File: src/rtl/bin_to_bcd_seq_pkg.sv
// Shared types and constants for the sequential binary-to-BCD converter.
package bin_to_bcd_seq_pkg;

  localparam int unsigned BCD_NIBBLE_W = 4;
  localparam int unsigned ADJ_THRESH   = 5;
  localparam int unsigned ADJ_ADD      = 3;

  typedef enum logic {
    IDLE  = 1'b0,
    SHIFT = 1'b1
  } state_e;

endpackage

File: src/rtl/bin_to_bcd_seq_if.sv
// Start/busy/done handshake plus data between the counter stage and the converter.
interface bin_to_bcd_seq_if
  import bin_to_bcd_seq_pkg::*;
#(
  parameter int unsigned WIDTH  = 8,
  parameter int unsigned DIGITS = 3
);

  logic                           start;
  logic [WIDTH-1:0]               bin;
  logic                           busy;
  logic                           done;
  logic [BCD_NIBBLE_W*DIGITS-1:0] bcd;

  modport master (
    output start,
    output bin,
    input  busy,
    input  done,
    input  bcd
  );

  modport slave (
    input  start,
    input  bin,
    output busy,
    output done,
    output bcd
  );

endinterface

File: src/rtl/bin_to_bcd_seq_bcd_digit_adj.sv
// One double-dabble correction nibble: add 3 when the digit is 5 or more.
module bcd_digit_adj
  import bin_to_bcd_seq_pkg::*;
(
  input  logic [BCD_NIBBLE_W-1:0] nib_i,
  output logic [BCD_NIBBLE_W-1:0] adj_c_o
);

  always_comb begin
    adj_c_o = nib_i;
    if (nib_i >= BCD_NIBBLE_W'(ADJ_THRESH)) begin
      adj_c_o = nib_i + BCD_NIBBLE_W'(ADJ_ADD);
    end
  end

endmodule

File: src/rtl/bin_to_bcd_seq.sv
// Iterative shift-and-add-3 converter: one shift per cycle, WIDTH cycles per result.
module bin_to_bcd_seq
  import bin_to_bcd_seq_pkg::*;
#(
  parameter int unsigned WIDTH  = 8,
  parameter int unsigned DIGITS = 3
)(
  input  logic             clk_50MHz,
  input  logic             reset,
  bin_to_bcd_seq_if.slave  bus
);

  localparam int unsigned BCD_W = BCD_NIBBLE_W * DIGITS;
  localparam int unsigned SR_W  = BCD_W + WIDTH;
  localparam int unsigned CNT_W = $clog2(WIDTH + 1);

  state_e                               state_q, state_d;
  logic [SR_W-1:0]                      sr_q, sr_d;
  logic [CNT_W-1:0]                     cnt_q, cnt_d;
  logic                                 busy_q, busy_d;
  logic                                 done_q, done_d;
  logic [BCD_W-1:0]                     bcd_q, bcd_d;

  logic [DIGITS-1:0][BCD_NIBBLE_W-1:0]  nib_adj;
  logic [SR_W-1:0]                      sr_corr;
  logic [SR_W-1:0]                      sr_shift;

  // Corrections see the pre-shift register, all digits in parallel.
  for (genvar g = 0; g < DIGITS; g++) begin : g_adj
    bcd_digit_adj u_adj (
      .nib_i   (sr_q[WIDTH + g*BCD_NIBBLE_W +: BCD_NIBBLE_W]),
      .adj_c_o (nib_adj[g])
    );
  end

  assign sr_corr  = {nib_adj, sr_q[WIDTH-1:0]};
  assign sr_shift = SR_W'({sr_corr, 1'b0});

  always_ff @(posedge clk_50MHz) begin
    if (reset) begin
      state_q <= IDLE;
      sr_q    <= '0;
      cnt_q   <= '0;
      busy_q  <= 1'b0;
      done_q  <= 1'b0;
      bcd_q   <= '0;
    end else begin
      state_q <= state_d;
      sr_q    <= sr_d;
      cnt_q   <= cnt_d;
      busy_q  <= busy_d;
      done_q  <= done_d;
      bcd_q   <= bcd_d;
    end
  end

  always_comb begin
    state_d = state_q;
    sr_d    = sr_q;
    cnt_d   = cnt_q;
    busy_d  = busy_q;
    done_d  = 1'b0;
    bcd_d   = bcd_q;

    unique case (state_q)
      IDLE: begin
        if (bus.start) begin
          sr_d    = {{BCD_W{1'b0}}, bus.bin};
          cnt_d   = '0;
          busy_d  = 1'b1;
          state_d = SHIFT;
        end
      end
      SHIFT: begin
        sr_d  = sr_shift;
        cnt_d = cnt_q + CNT_W'(1);
        // Last shift: publish the digit field and hand back to IDLE.
        if (cnt_q == CNT_W'(WIDTH - 1)) begin
          bcd_d   = sr_shift[SR_W-1 -: BCD_W];
          done_d  = 1'b1;
          busy_d  = 1'b0;
          state_d = IDLE;
        end
      end
      default: state_d = IDLE;
    endcase
  end

  assign bus.busy = busy_q;
  assign bus.done = done_q;
  assign bus.bcd  = bcd_q;

endmodule

File: src/flat_wrapper.sv
// flat-port wrapper written by rule: the top's interface ports become plain ports
module bin_to_bcd_seq_flat import bin_to_bcd_seq_pkg::*;
#(
  parameter int unsigned WIDTH  = 8,
  parameter int unsigned DIGITS = 3
)
  (clk_50MHz, reset, bus_start, bus_bin, bus_busy, bus_done, bus_bcd);
  bin_to_bcd_seq_if #(.WIDTH(WIDTH), .DIGITS(DIGITS)) bus_i ();
  input  logic clk_50MHz;
  input  logic reset;
  input wire logic [$bits(bus_i.start)-1:0] bus_start;
  input wire logic [$bits(bus_i.bin)-1:0] bus_bin;
  output wire logic [$bits(bus_i.busy)-1:0] bus_busy;
  output wire logic [$bits(bus_i.done)-1:0] bus_done;
  output wire logic [$bits(bus_i.bcd)-1:0] bus_bcd;
  assign bus_i.start = bus_start;
  assign bus_i.bin = bus_bin;
  assign bus_busy = bus_i.busy;
  assign bus_done = bus_i.done;
  assign bus_bcd = bus_i.bcd;
  bin_to_bcd_seq #(.WIDTH(WIDTH), .DIGITS(DIGITS)) u_core (.clk_50MHz(clk_50MHz), .reset(reset), .bus(bus_i));
endmodule
File: config.mk
export PLATFORM = sky130hd
export DESIGN_NAME = bin_to_bcd_seq_flat
export DESIGN_NICKNAME = d
export VERILOG_FILES = /design/src/rtl/bin_to_bcd_seq_pkg.sv /design/src/rtl/bin_to_bcd_seq_if.sv /design/src/rtl/bin_to_bcd_seq_bcd_digit_adj.sv /design/src/rtl/bin_to_bcd_seq.sv /design/src/flat_wrapper.sv
export SDC_FILE = /design/constraint.sdc
export NUM_CORES = 1
export LEC_CHECK = 0
export BUFFER_PORTS_ARGS = -buffer_cell sky130_fd_sc_hd__clkbuf_2
export CORE_MARGIN = 10
export CORE_UTILIZATION = 35
export CTS_CLUSTER_SIZE = 28
export DETAILED_ROUTE_END_ITERATION = 6
export GPL_ROUTABILITY_DRIVEN = 0
export PLACE_DENSITY = 0.65
export SYNTH_ARGS = -nofsm -noshare
export SYNTH_HDL_FRONTEND = slang
export SYNTH_HIERARCHICAL = 1
export SYNTH_SLANG_ARGS = --single-unit
File: constraint.sdc
create_clock -name clk_50MHz -period 1.35 [get_ports clk_50MHz]
set_clock_uncertainty 0.05 [all_clocks]
set_input_delay 0.2025 -clock clk_50MHz [delete_from_list [all_inputs] [get_ports clk_50MHz]]
set_output_delay 0.2025 -clock clk_50MHz [all_outputs]
set_load 0.005 [all_outputs]
## Yosys cells after proc, flatten, opt, wreduce, memory -nomap -nowiden

Index checks and enable logic that the tools add are counted.

- Bits in registers: 39
- Input port bits: 11
- Output and inout port bits: 14
- Logic and storage cells: 34

- Add/subtract/negate cells: 4
- Magnitude comparators: 3
- Eq/ne operators: 3
- Multiplexer cells: 14
- Bitwise gates (word level): 1
- Reduce and logical (&&, ||, !) cells: 3

Operators with widths:

| operator | number |
|---|---|
| case mux 20 bit (2 select lines) | 1 |
| 2-to-1 mux 20 bit | 1 |
| greater-or-equal comparator 4 x 3 -> 1 bit (second input constant) | 3 |
| 2-to-1 mux 4 bit | 3 |
| adder 4 x 2 -> 4 bit (second input constant) | 2 |
| case mux 4 bit (2 select lines) | 1 |
| 2-to-1 mux 1 bit | 5 |
| adder 4 x 1 -> 4 bit (second input constant) | 1 |
| == test 4 x 3 -> 1 bit (second input constant) | 1 |
| != test 2 bit (second input constant) | 2 |
| case mux 1 bit (2 select lines) | 2 |
| AND reduction 2 bit | 2 |
| adder 3 x 2 -> 3 bit (second input constant) | 1 |
| 2-to-1 mux 3 bit | 1 |
| OR reduction 2 bit | 1 |
| inverter 1 bit | 1 |

## Depth between registers and ports, before layout

- Depth in word-level cells: 3
- Gate-level depth with buffers: 7
- Mapped depth without buffers: 7

## Hierarchy

The synthesis kept the hierarchy.

Modules (own cells, without submodules):

| module | instances | cells each | area an instance (µm²) | seq. area each (µm²) |
|---|---|---|---|---|
| bin_to_bcd_seq | 1 | 179 | 1594.0 | 780.7 |
| bcd_digit_adj | 3 | 16 | 101.3 | 0.0 |

## Least setup slack after synthesis

OpenSTA, ideal clock, no wires.

- Path kind: flip-flop to flip-flop
- Start: register u_core.sr_q[17]
- End: register u_core.bcd_q[10], in the netlist u_core/bus.bcd[10]
- Setup time: 69 ps
- Arrival: 1270 ps
- Data required time: 1231 ps
- Setup slack: -39 ps
- Cell stages (with the launch flop): 8
- Buffers on the path: 0
- Cell sequence: dfxtp_1 -> inv_1 -> ha_1 -> nand2b_1 -> a21oi_2 -> mux2i_1 -> nand2_1 -> a21oi_2

RTL lines:

| element | RTL line | RTL |
|---|---|---|
| from (decl) | bin_to_bcd_seq.sv:18 | `logic [SR_W-1:0] sr_q, sr_d;` |
| from (signal assigned) | bin_to_bcd_seq.sv:49 | `sr_q <= sr_d;` |
| to (signal assigned) | bin_to_bcd_seq.sv:46 | `bcd_q <= '0;` |
| to (signal assigned) | bin_to_bcd_seq.sv:53 | `bcd_q <= bcd_d;` |
| to (decl) | bin_to_bcd_seq.sv:22 | `logic [BCD_W-1:0] bcd_q, bcd_d;` |

==> metrics.cfg <==
[finish]
num_antenna_cells=0
final_area_um2=2430
final_nets=278
fill_cells=504
drive_gt1_frac=0.398
area_delta_synth_final_pct=29.6
final_cells=331

[timing]
fin_ws_ns=-0.0509
setup-violations-final=6
worst_hold_slack_ns=0.155
worst_pin_slew_ns=0.377
hold_violations=0
min_period_ns=1.40
setup-tns-final_ns=-0.161
drv_slew=0
timing.fmax_mhz=714
fin_crit_sh=1.04
rsz0062_at_grt=true
relSlewSlack=0.749

[clock_network]
postCtsHoldBufs=0
cts_made_buffers=5
htreeDepth=2
clock_path_buffers=2
cts_tree=done
cts.reportedPaths.clkPinSlew_ns=0.08
root_buffer=clkbuf_8
clk_latency_ns=0.29
cts_sinks=39

[place]
post-dp-hpwl_um=2690
placed_cells=319
io_buffer_count=24
place_area_um2=2130

[floorplan]
num_rows=26
fp.dieArea_um2=8700
core_region_area_um2=5140
start_util=0.365
chipWidth_um=93.3
die_h_um=93.3
ios=25

[critical_path]
worstSetupPathType=reg -> reg
cp-end-kind=flop
critPathArrivalTime_ns=1.59
critPathRequiredTime_ns=1.53
crit_path_start=u_core/sr_q[17]
critPathMaxFanout=3
r2r_start=u_core/sr_q[17]
startpoint_type=flop

[yosys]
syn_inst=223
synth.avg_cell_area_um2=8.42
synthesis.area_um2=1880
synth_fp_nets=241
ys_warn_count=6

[global_routing]
gr-total-overflow=0
antenna_found_initial=0
grt_use_total=0.0927
grt_pass1_wl_um=6610
grt_max_degree=25
grt_pass1_vias=1440

[power]
peakVddDrop_uv=418
switching_share=0.219
p_int_mw=1.84
pwr_density_cell_nw_per_um2=969
seqPwrFrac=0.503
comb_power_share=0.071
p_sw_mw=0.517
cellLeakagePower_nw=0.935
p_clk_frac=0.426

[run]
drv_cap=0

[route]
ant_nets=0
vias=1566
drt-total-wl_um=4000
first_pass_iters=4
drc=0
first_iter_violations=61
vias_per_cell=4.73
wl_per_cell_um=12.1

[hold_path]
min_path_type=in -> reg
hold_start=bus_bin[0]

[run_status]
status=complete, but fails checks
violations=negative setup slack

[power by group through the flow]
stage / registers (mW) / clock network (mW) / logic (mW)
3_3_place_gp: 1.21 / 0 / 0.162
2_1_floorplan: 1.21 / 0 / 0.124
4_1_cts: 1.18 / 1.03 / 0.165
5_1_grt: 1.19 / 1.08 / 0.185
6_report: 1.19 / 1.00 / 0.168
3_5_place_dp: 1.21 / 0 / 0.164
[timing repair]
item                       4_1_cts  5_1_grt
pin swaps                       10       10
resized for setup               24       20
setup endpoints to repair       12       21
hold endpoints to repair         0        0
setup buffers                    3        0
cloned                           0        1
[through the flow]
| step | setup WS (ns) | utilization | power [mW] |
|---|---|---|---|
| after detailed placement | -0.104 | 0.414 | 1.38 |
| after global routing | -0.143 | 0.474 | 2.45 |
| final | -0.0509 | 0.474 | 2.36 |
| after global placement | -0.0388 | 0.414 | 1.37 |
| after floorplan | -0.00208 | - | 1.33 |
| after CTS | -0.0589 | 0.455 | 2.38 |
[registers in the layout, indices dropped and copies added (netlist names)]
name,cells
u_core/bus.bcd,12
u_core/state_q,1
u_core/cnt_q,4
u_core/bus.busy,1
u_core/bus.done,1
u_core/sr_q,20
[path summary, 6_finish.rpt]
path                         to  slack (ns)  depth (start not counted)
max reg2reg  u_core/bus.bcd[10]       -0.05                          7
min reg2reg      u_core/sr_q[4]        0.40                          2
max          u_core/bus.bcd[10]       -0.05                          7
min              u_core/sr_q[0]        0.16                          3
[metal layers]
metal	track usage	part of all wire	vias up
met5	0	0	-
met1	0.103	0.46	729
li1	-	-	814
met3	0.0272	0.034	5
met4	0.0424	0.018	0
met2	0.160	0.49	18
[area by class of cell]
| cell class | count | area [µm²] | share of cell area |
|---|---|---|---|
| inverter | 8 | 35.0 | 0.0144 |
| multi-input combinational | 161 | 1110 | 0.454 |
| tap | 70 | 87.6 | 0.0360 |
| clock buffer | 6 | 82.6 | 0.0339 |
| clock inverter | 2 | 35.0 | 0.0144 |
| timing repair buffer | 45 | 295 | 0.121 |
| sequential | 39 | 793 | 0.326 |
[critical path, cell delays in order (launching register included)]
cell and delay [ns]:
dfxtp_2 0.33, inv_2 0.05, ha_2 0.15, nand2b_4 0.14, a21oi_4 0.17, mux2i_2 0.25
nand2_1 0.09, a21oi_2 0.11
[cells in the final DEF (no fill, tap or decap), types with 4 or more instances in the layout]
cell / n
clkbuf_8: 6
buf_4: 17
dfxtp_1: 31
mux2_2: 7
clkbuf_2: 24
inv_1: 4
a21oi_2: 10
a21oi_1: 26
nand2_1: 47
nor3b_1: 13
dfxtp_2: 7
ha_4: 5
nor2_1: 18
No activity file was read; power rests on OpenSTA's default activity.
